File: src/rtl/icache_fill_ctrl.sv
// icache_fill_ctrl: direct-mapped I-cache controller (64 sets x 32-byte lines).
// Holds tag/valid state, answers fetches on hit and refills a missing line
// from physical memory as four 64-bit beats written through byte enables.
// Optional feature macro: ICACHE_PERF_EN (hit/miss counters).
module icache_fill_ctrl (
   input  logic         clk,
   input  logic         rst,
   input  logic         mem_read,
   input  logic [31:0]  mem_address,
   output logic [31:0]  mem_rdata,
   output logic         mem_resp,
   input  logic         invalidate,
   output logic         pmem_read,
   output logic [31:0]  pmem_address,
   input  logic [63:0]  pmem_rdata,
   input  logic         pmem_valid,
   output logic [31:0]  da_write_en,
   output logic [5:0]   da_rindex,
   output logic [5:0]   da_windex,
   output logic [255:0] da_datain,
   input  logic [255:0] da_dataout,
   output logic [31:0]  hit_count,
   output logic [31:0]  miss_count
);

   typedef enum logic [1:0] {S_IDLE, S_LOOKUP, S_FILL, S_RESP} state_t;

   state_t       r_state;
   logic [20:0]  r_tag [64];
   logic [63:0]  r_valid;
   logic [1:0]   r_beat;
   logic [31:2]  r_req_addr;
   logic         r_inv_pend;

   logic [5:0]   w_idx;
   logic [20:0]  w_req_tag;
   logic         w_hit;
   logic         w_lookup;
   logic         w_beat_we;
   logic         w_last_beat;
   logic         w_unused;

   assign w_idx       = r_req_addr[10:5];
   assign w_req_tag   = r_req_addr[31:11];
   assign w_hit       = r_valid[w_idx] && (r_tag[w_idx] == w_req_tag);
   assign w_lookup    = (r_state == S_LOOKUP);
   assign w_beat_we   = (r_state == S_FILL) && pmem_valid;
   assign w_last_beat = w_beat_we && (r_beat == 2'd3);
   assign w_unused    = &{1'b0, mem_address[1:0]};

   // Control FSM: request capture, lookup, beat sequencing and valid bookkeeping.
   // An invalidate seen during FILL is deferred to the RESP edge so it also
   // clears the line whose valid bit is set by the final beat.
   always_ff @(posedge clk) begin
      if (rst) begin
         r_state    <= S_IDLE;
         r_valid    <= '0;
         r_beat     <= '0;
         r_inv_pend <= 1'b0;
         r_req_addr <= '0;
      end else begin
         case (r_state)
            S_IDLE: begin
               if (invalidate) r_valid <= '0;
               if (mem_read) begin
                  r_req_addr <= mem_address[31:2];
                  r_state    <= S_LOOKUP;
               end
            end
            S_LOOKUP: begin
               if (invalidate) r_valid <= '0;
               if (w_hit) begin
                  r_state <= S_IDLE;
               end else begin
                  r_beat  <= '0;
                  r_state <= S_FILL;
               end
            end
            S_FILL: begin
               if (invalidate) r_inv_pend <= 1'b1;
               if (pmem_valid) begin
                  r_beat <= r_beat + 2'd1;
                  if (r_beat == 2'd3) begin
                     r_valid[w_idx] <= 1'b1;
                     r_state        <= S_RESP;
                  end
               end
            end
            S_RESP: begin
               if (invalidate || r_inv_pend) r_valid <= '0;
               r_inv_pend <= 1'b0;
               r_state    <= S_IDLE;
            end
            default: r_state <= S_IDLE;
         endcase
      end
   end

   // Tag store: written on the final fill beat, meaningless while invalid.
   always_ff @(posedge clk) begin
      if (!rst && w_last_beat) r_tag[w_idx] <= w_req_tag;
   end

   assign mem_resp     = (w_lookup && w_hit) || (r_state == S_RESP);
   assign mem_rdata    = mem_resp ? da_dataout[{r_req_addr[4:2], 5'b0} +: 32] : '0;
   assign pmem_read    = (r_state == S_FILL);
   assign pmem_address = {r_req_addr[31:5], 5'b0};
   assign da_rindex    = w_idx;
   assign da_windex    = w_idx;
   assign da_datain    = {4{pmem_rdata}};
   assign da_write_en  = w_beat_we ? (32'h0000_00FF << {r_beat, 3'b000}) : '0;

`ifdef ICACHE_PERF_EN
   logic [31:0] r_hit_cnt;
   logic [31:0] r_miss_cnt;

   // Saturating lookup outcome counters, cleared only by reset.
   always_ff @(posedge clk) begin
      if (rst) begin
         r_hit_cnt  <= '0;
         r_miss_cnt <= '0;
      end else if (w_lookup) begin
         if (w_hit && (r_hit_cnt != '1))   r_hit_cnt  <= r_hit_cnt + 32'd1;
         if (!w_hit && (r_miss_cnt != '1)) r_miss_cnt <= r_miss_cnt + 32'd1;
      end
   end

   assign hit_count  = r_hit_cnt;
   assign miss_count = r_miss_cnt;
`else
   assign hit_count  = '0;
   assign miss_count = '0;
`endif

endmodule

File: config.mk
export PLATFORM = sky130hd
export DESIGN_NAME = icache_fill_ctrl
export DESIGN_NICKNAME = d
export VERILOG_FILES = /design/src/rtl/icache_fill_ctrl.sv
export SDC_FILE = /design/constraint.sdc
export NUM_CORES = 1
export LEC_CHECK = 0
export CAP_MARGIN = 20
export CORE_UTILIZATION = 25
export CTS_CLUSTER_DIAMETER = 150
export DETAILED_ROUTE_END_ITERATION = 8
export GPL_TIMING_DRIVEN = 0
export HOLD_SLACK_MARGIN = 0.05
export PLACE_DENSITY_LB_ADDON = 0.12
export SKIP_CTS_REPAIR_TIMING = 1
export SLEW_MARGIN = 20
export SYNTH_ARGS = -nofsm -noshare
export SYNTH_HDL_FRONTEND = slang
export SYNTH_SLANG_ARGS = --single-unit
File: constraint.sdc
create_clock -name clk -period 3.75 [get_ports clk]
set_input_delay 0.375 -clock clk [delete_from_list [all_inputs] [get_ports clk]]
set_output_delay 0.375 -clock clk [all_outputs]
set_load 0.02 [all_outputs]
After elaboration in Yosys (flattened, before gate mapping)
Memories as Yosys holds them, arrays and structs flattened. A register that Yosys moved wholly into a read port is not among the register bits. Cells that the tools add are included.

Muxes and demuxes: 25. Eq/ne operators: 12. Div/mod/pow operators: 0. Reduce and logical (&&, ||, !) cells: 18. Order comparisons: 2. Shift-type cells: 2. Add/subtract/negate cells: 1. Multiply operators: 0. Bitwise operators: 1.

Operators by type and width (count): $mux W64 (4); $shiftx A256 B9 Y32 (1); $pmux W64 S3 (1); $mux W32 (2); $or A64 B64 Y64 (1); $shl A8 B5 Y32 const A (1); $eq A21 B21 Y1 (1); $mux W2 (6); $mux W6 (2); $ne A2 B2 Y1 const B (4); $pmux W2 S4 (1); $lt A6 B7 Y1 const B (1); $bmux W1 S6 (1); $demux W1 S6 (1); $eq A2 B2 Y1 const B (3); $ge A6 B1 Y1 const B (1); $logic_and A1 B1 Y1 (6); $ne A2 B1 Y1 const B (3); $reduce_and A3 Y1 (2); $mux W1 (5); $pmux W2 S2 (1); $reduce_and A2 Y1 (2); $reduce_and A4 Y1 (1); $reduce_bool A2 Y1 (2); other kinds (7) (8).

Memories: 1. Register bits after elaboration: 99. Output and inout port bits: 430. Word-level logic and storage cells: 67. Latch bits: 0. Bits in read-only memories: 0. Memory bits (writable): 1344.

Memory list: r_tag (words 64, width 21, rd ports 1, clocked after memory_dff 1, wr ports 1, line 29) `logic [20:0] r_tag [64];`.

Logic depth before layout (Yosys ltp)
Gate-level depths: netlist (run 1).

Word-level depth: 8. Depth in mapped cells: 17. Mapped depth without buffers: 9.

Worst setup path before layout (run 1)
Ideal clock, no wire load.

Kind: reg-to-output. Start: register with a tool-made name. End: output mem_resp. Required time: 3375 ps. Data arrival time: 3734 ps. Cell stages (with the launch flop): 14. Path slack: -359 ps. Path through: dfxtp_1 buf_2 buf_6 buf_2 buf_2 mux4_2 a32oi_1 nand4_1 xor2_1 a2111o_1 or4_1 or4_1 buf_6 a21boi_0.

RTL lines: end, declared (line 11) `output logic mem_resp,`.

==> results of run 1 <==
## cell type report
| class | instances | area (sq um) | share of cell area |
|---|---|---|---|
| sequential | 1449 | 42550 | 0.5088 |
| multi-input combinational | 1553 | 16540 | 0.1978 |
| timing repair buffer | 875 | 10270 | 0.1229 |
| buffer | 579 | 4886 | 0.05844 |
| clock buffer | 192 | 4238 | 0.05068 |
| tap | 3220 | 4029 | 0.04818 |
| clock inverter | 98 | 1055 | 0.01261 |
| inverter | 9 | 33.78 | 0.0004040 |
| antenna | 5 | 12.51 | 0.0001496 |
## power by group through the flow
stage	Clock, mW	Sequential (mW)	Combinational, mW
after global routing	16.9	17.9	4.78
after global placement	0	18.5	4.06
final	16.1	17.9	4.62
after floorplan	0	18.3	2.16
after detailed placement	0	18.2	4.41
after CTS	16.4	17.9	4.42
## path summary, 6_finish.rpt
path	endpoint	slack, ps	cells past startpoint	from
setup reg to reg	r_beat[1]	-780	13	register
hold reg to reg	r_valid[47]	460	2	r_valid[47]
setup / recovery	mem_rdata[26]	-2210	15	register
hold / removal	r_req_addr[31]	110	3	mem_address[31]
## state kept, by name, summed over array words and instances (netlist names), named ones only
| signal | count |
|---|---|
| r_tag | 1344 |
| r_valid | 64 |
| r_req_addr | 30 |
| r_beat | 2 |
| r_inv_pend | 1 |
| r_state | 1 |
## synth_stat cells (12+ instances only)
| library cell | number | area, sq um |
|---|---|---|
| nor2b_1 | 32 | 200.2 |
| o21ai_0 | 12 | 60.06 |
| xor2_1 | 15 | 131.4 |
| a21oi_2 | 30 | 262.8 |
| a21oi_1 | 132 | 660.6 |
| buf_4 | 423 | 3176 |
| dfxtp_1 | 105 | 2102 |
| clkbuf_1 | 74 | 277.8 |
| a22oi_1 | 90 | 675.7 |
| buf_2 | 54 | 270.3 |
| mux2i_1 | 196 | 1962 |
| nor2_1 | 173 | 649.4 |
| a211oi_1 | 15 | 112.6 |
| a22o_1 | 14 | 122.6 |
| xnor2_1 | 13 | 113.9 |
| nand2_1 | 143 | 536.8 |
| buf_6 | 14 | 157.7 |
| mux4_2 | 329 | 7410 |
| o22ai_1 | 23 | 143.9 |
| buf_1 | 14 | 52.55 |
| mux2_2 | 45 | 506.7 |
| edfxtp_1 | 1344 | 40360 |
| a31oi_1 | 12 | 75.07 |
| nand3_1 | 30 | 150.1 |
| nor3_1 | 15 | 75.07 |
## routing by layer
| metal | vias to the layer above | routed length [um] | global-route usage | share of wire |
|---|---|---|---|---|
| met2 | 1686 | 129100 | 0.3489 | 0.49 |
| met5 | - | 8 | 0 | 0.000030 |
| met1 | 20300 | 110200 | 0.2697 | 0.42 |
| li1 | 15800 | - | - | - |
| met4 | 2 | 6859 | 0.05752 | 0.026 |
| met3 | 287 | 16560 | 0.03599 | 0.063 |
## kinds of logic after synthesis
family          share of synthesized area
compound gates                    0.04434
buf+inv                           0.06548
mux                                0.1613
xor+xnor                         0.003972
flops                              0.6877
fa+ha+maj                       0.0008106
simple gates                      0.03637
other cells                    0.00006074
## tightest hold or removal path, stage by stage
cell	delay, ps
clkdlybuf4s50_1	400
nand2_1	60
a21oi_1	50
==> metrics.md, run 1 <==
| Metric | Value |
|---|---|
| Post-route cell area | `83610 sq um` |
| Data arrival time of the worst path | `5590 ps` |
| Run status | `finished with violations` |
| Post-synth ARST share | `0` |
| Worst VDD drop | `0.4575 mV` |
| Hpwl dp | `186300 um` |
| Ys Warns | `0` |
| Initial antenna violation count | `25` |
| Die X-Extent | `499.0 um` |
| Unrepaired setup endpoints after global routing | `yes` |
| Clk_skew | `39.50 ps` |
| Total of flip-flops plus latches after synthesis | `1449` |
| Startpoint types | `register` |
| Clk network pwr share | `0.417` |
| H-tree Lvls | `4` |
| Maxcap violations | `0` |
| EDFF count, synth | `1344` |
| Crit-path slowest cell | `nor2_1` |
| Max incr delay on CP | `730 ps` |
| CTS buffer count | `161` |
| Max-slew violations | `0` |
| Buffers on Ports | `650` |
| P_int | `28.95 mW` |
| Row cnt | `182` |
| Hold slack | `105.6 ps` |
| First-pass GRT wire length | `344700 um` |
| Vias in the first global route | `37100` |
| Gpl congestion | `0.8296` |
| CP required | `3380 ps` |
| Die Area | `249000 sq um` |
| Prevailing post-synth register cell | `edfxtp_1` |
| Commonest cells after routing, fill and taps aside | `edfxtp_1 (1344), clkdlybuf4s50_1 (617), buf_4 (487)` |
| Initial Util | `0.2513` |
| 1st-pass router iterations | `5` |
| Total Routed Length | `262800 um` |
| Cell family with most CP delay | `simple AND/OR/NAND/NOR gates` |
| Clk slew on worst S/H paths | `60 ps` |
| Final setup TNS | `-72320 ps` |
| Leak | `27.24 nW` |
| Min-delay worst type | `input pin to register` |
| Synthesized area per cell | `17.51 sq um` |
| Pwr/cell area | `461.7 nW/um^2` |
| Die H | `499.0 um` |
| CP Class | `register to output port` |
| Dpl cell area | `75930 sq um` |
| Filler cells | `23470` |
| Final net count | `4989` |
| Area grow syn2layout | `35.42%` |
| Number of DRC markers in iteration 0 | `4168` |
| Mapped Area | `61740 sq um` |
| Largest net degree at the start of global routing | `69` |
| Routed Antenna Nets | `0` |
| Logic pwr share | `0.120` |
| Leading cell type in the layout, fill and taps excluded | `edfxtp_1` |
| Place WS | `-3863 ps` |
| Crit path max fanout | `10` |
| GRT Resource Usage Total | `0.2062` |
| Hold Fails Final Rpt | `0` |
| Gate Count Post-Synth | `3527` |
| IO Pins | `787` |
| Root Buffer | `clkbuf_16` |
| Finished Core Util | `0.3403` |
| Switch Pwr | `9.651 mW` |
| Tcrit/Tclk final | `1.589` |
| Placed Instances | `7566` |
| Violated checks | `negative setup slack` |
| Slew @ Worst Pin | `1218 ps` |
| Net Sw Frac | `0.2500` |
| Fmax achieved | `0.1678 GHz` |
| Routed len/inst | `32.93 um` |
| Vias per cell | `4.771` |
| Power Total | `38.61 mW` |
| Post-Layout Cell Count | `7980` |
| WP buf/inv | `7` |
| Max-slew headroom | `0.1879` |
| PnR worst setup slack | `-2210 ps` |
| CTS tree | `done` |
| Crit path time final | `5960 ps` |
| Worst-path cell chain | `clkbuf_4 > clkbuf_4 > clkbuf_2 > buf_16 > nor2_1 > a221o_1 > a31oi_2 > a21oi_2 > xor2_2 > nand4_1 > or4_4 > buf_12 > buf_12 > a21oi_4 > buf_6` |
| Clk sink count | `1449` |
| Setup violators final | `36` |
| Flop pwr share | `0.463` |
| DRC Markers | `0` |
| Core box area | `245700 sq um` |
| Via count | `38070` |
| Bufs on Longest Clock Path | `3` |
| Global route total overflow | `0` |
| Cell variety after synth | `77` |
| Clk Latency, worst-skew pair | `820 ps` |
| Layout cells sized above 1 | `0.3346` |
| CP Capture Type | `output port` |
| Post-synthesis sequential area ratio | `0.6877` |
No activity file was read; power rests on OpenSTA's default activity.
==> run 2, diff against run 1 <==
--- a/config.mk
+++ b/config.mk
@@ -11,7 +11,8 @@
 export DETAILED_ROUTE_END_ITERATION = 8
 export GPL_TIMING_DRIVEN = 0
 export HOLD_SLACK_MARGIN = 0.05
-export PLACE_DENSITY_LB_ADDON = 0.12
+export PLACE_DENSITY = 0.47
+export RECOVER_POWER = 100
 export SKIP_CTS_REPAIR_TIMING = 1
 export SLEW_MARGIN = 20
 export SYNTH_ARGS = -nofsm -noshare
==> run 2 against run 1 <==
Net effect:
- the flow finishes with violations (max-capacitance violations, max-slew violations, negative setup slack)
- total power is 2.6% lower
- critical endpoint is now mem_rdata[2]
- core utilization down 0.16 points
- wire length decreased by 5.3%
- first-iteration DRC count grew 4.8%
- critical path depth decreased by 3
- largest cell class unchanged
==> metrics.md, run 2 (synthesis results as in run 1) <==
| Metric | Value |
|---|---|
| Initial antenna violation count | `16 (-36%)` |
| Finished Core Util | `0.3387 (-0.001640)` |
| Clk sink count | `1449 (unchanged)` |
| Top reg by flops | `r_tag` |
| Die H | `499.0 um (unchanged)` |
| Fmax achieved | `0.1680 GHz (+0.16%)` |
| Clk Latency, worst-skew pair | `810 ps (about the same)` |
| Grt peak-use layer | `met2` |
| Initial Util | `0.2513 (unchanged)` |
| Largest net degree at the start of global routing | `71 (+2.9%)` |
| Setup violators final | `1363 (+3700%)` |
| Placed Instances | `7551 (-0.20%)` |
| Filler cells | `23470 (-0.0043%)` |
| Root Buffer | `clkbuf_16` |
| Bufs on Longest Clock Path | `3 (unchanged)` |
| Tcrit/Tclk final | `1.587 (-0.002488)` |
| Clk slew on worst S/H paths | `60 ps (about the same)` |
| Largest regs | `r_tag x1344, r_valid x64, r_req_addr x30` |
| Startpoint types | `register` |
| Area used by multi-input combinational logic | `16670 sq um (+0.80%)` |
| Max-slew headroom | `-1.071 (-1.259)` |
| Final net count | `4984 (-0.10%)` |
| Unrepaired setup endpoints after global routing | `yes` |
| Worst VDD drop | `0.3508 mV (-23%)` |
| Clk network pwr share | `0.403 (-0.014)` |
| Maxcap violations | `5 (+5)` |
| Buffers on Ports | `650 (unchanged)` |
| Die Area | `249000 sq um (unchanged)` |
| Run status | `finished with violations` |
| CTS buffer count | `156 (-3.1%)` |
| Dpl cell area | `75590 sq um (-0.45%)` |
| IO Pins | `787 (unchanged)` |
| Register area | `42490 sq um (-0.13%)` |
| Routed len/inst | `31.19 um (-5.3%)` |
| Die X-Extent | `499.0 um (unchanged)` |
| Clk_skew | `46.70 ps (+7.199 ps)` |
| Data arrival time of the worst path | `5580 ps (about the same)` |
| Place WS | `-3521 ps (+342.3 ps)` |
| CTS tree | `done` |
| Pwr/cell area | `451.8 nW/um^2 (-2.1%)` |
| Min-delay worst type | `input pin to register` |
| CP Capture Type | `output port` |
| Hold slack | `74.64 ps (-30.95 ps)` |
| Leak | `26.98 nW (-0.97%)` |
| Via count | `38620 (+1.4%)` |
| Gpl congestion | `0.8716 (+5.1%)` |
| Met1 Resource Use GR | `0.2479 (-0.02172)` |
| Layout cells sized above 1 | `0.3279 (-0.006661)` |
| Logic pwr share | `0.120 (about the same)` |
| Vias per cell | `4.839 (+1.4%)` |
| Max-slew violations | `330 (+330)` |
| GR Util met2 | `0.3297 (-0.01920)` |
| First-pass GRT wire length | `330600 um (-4.1%)` |
| 1st-pass router iterations | `5 (unchanged)` |
| Core box area | `245700 sq um (unchanged)` |
| Number of flip-flops in the largest register | `1344 (unchanged)` |
| Net Sw Frac | `0.2487 (-0.001258)` |
| Vias in the first global route | `37650 (+1.5%)` |
| Hold Fails Final Rpt | `0 (unchanged)` |
| H-tree Lvls | `4 (unchanged)` |
| Number of DRC markers in iteration 0 | `4369 (+4.8%)` |
| DRC Markers | `0 (unchanged)` |
| GRT Resource Usage Total | `0.1951 (-0.01110)` |
| Leading cell type in the layout, fill and taps excluded | `edfxtp_1` |
| Hpwl dp | `175000 um (-6.1%)` |
| Commonest cells after routing, fill and taps aside | `edfxtp_1 (1344), clkdlybuf4s50_1 (616), buf_4 (493)` |
| Violated checks | `max-capacitance violations, max-slew violations, negative setup slack` |
| Crit path time final | `5951 ps (-9.330 ps)` |
| CP Class | `register to output port` |
| Met3 usage | `0.03835 (+0.002366)` |
| Slew @ Worst Pin | `3106 ps (+1888 ps)` |
| Post-Layout Cell Count | `7981 (+0.013%)` |
| Flop pwr share | `0.477 (+0.014)` |
| Routed Antenna Nets | `0 (unchanged)` |
| P_int | `28.24 mW (-2.5%)` |
| Post-route cell area | `83210 sq um (-0.48%)` |
| Switch Pwr | `9.351 mW (-3.1%)` |
| Crit path max fanout | `10 (unchanged)` |
| Area grow syn2layout | `34.77%` |
| Global route total overflow | `0 (unchanged)` |
| PnR worst setup slack | `-2201 ps (+9.330 ps)` |
| Total Routed Length | `248900 um (-5.3%)` |
| CP required | `3380 ps (about the same)` |
| Row cnt | `182 (unchanged)` |
==> run 2: cell types whose count changed in the layout (fill, tap and decap cells not counted), sizes merged <==
| cell | before | now |
|---|---|---|
| clkbuf | 270 | 287 |
| clkinv | 72 | 61 |
| bufinv | 16 | 9 |
| inv | 14 | 19 |
| clkinvlp | 5 | 2 |
| diode | 5 | 7 |
| clkdlybuf4s15 | 1 | 0 |
| clkdlybuf4s50 | 617 | 616 |
==> run 2: stage by stage <==
stage	total power, mW	setup TNS, ps
2_1_floorplan	20.42	-3424
3_3_place_gp	22.45	-3575070
3_5_place_dp	22.51	-1171090
4_1_cts	37.52	-1211330
5_1_grt	38.59	-707920
6_report	37.59	-370900
==> run 2: worst paths after layout <==
kind | from | to | slack, ps | depth (start not counted)
max | register | mem_rdata[2] | -2200 | 12
min | rst | r_beat[0] | 70 | 2
min reg2reg | r_valid[2] | r_valid[2] | 460 | 2
max reg2reg | register | r_beat[1] | -960 | 11
==> run 2: area by class of cell <==
class                      count  share of cell area
clock buffer                 207             0.04995
sequential                  1449              0.5107
antenna                        7           0.0002105
buffer                       582             0.06033
timing repair buffer         872              0.1203
tap                         3220             0.04842
inverter                       9           0.0004060
clock inverter                82            0.009338
multi-input combinational   1553              0.2003
==> run 2: critical path: stages, from the launching register on <==
cell,delay (ps)
dfxtp_1,750
clkbuf_2,430
buf_2,520
nand2_1,500
o211ai_1,450
a21oi_2,140
xor2_2,220
nand4_1,330
or4_4,730
buf_12,200
buf_12,160
a21oi_4,150
buf_6,150
==> run 2: routing by layer <==
metal  up-vias  routed length [um]
met2      2220              121000
met1     20200               97090
met4         6                9727
met3       394               21090
met5         -                  38
li1      15800                   -
==> run 2: power groups by stage <==
stage | logic [mW] | clock network, mW | registers [mW]
2_1_floorplan | 2.16 | 0 | 18.3
3_3_place_gp | 3.98 | 0 | 18.5
3_5_place_dp | 4.26 | 0 | 18.3
4_1_cts | 4.27 | 15.3 | 17.9
5_1_grt | 4.68 | 16.0 | 17.9
6_report | 4.53 | 15.1 | 17.9
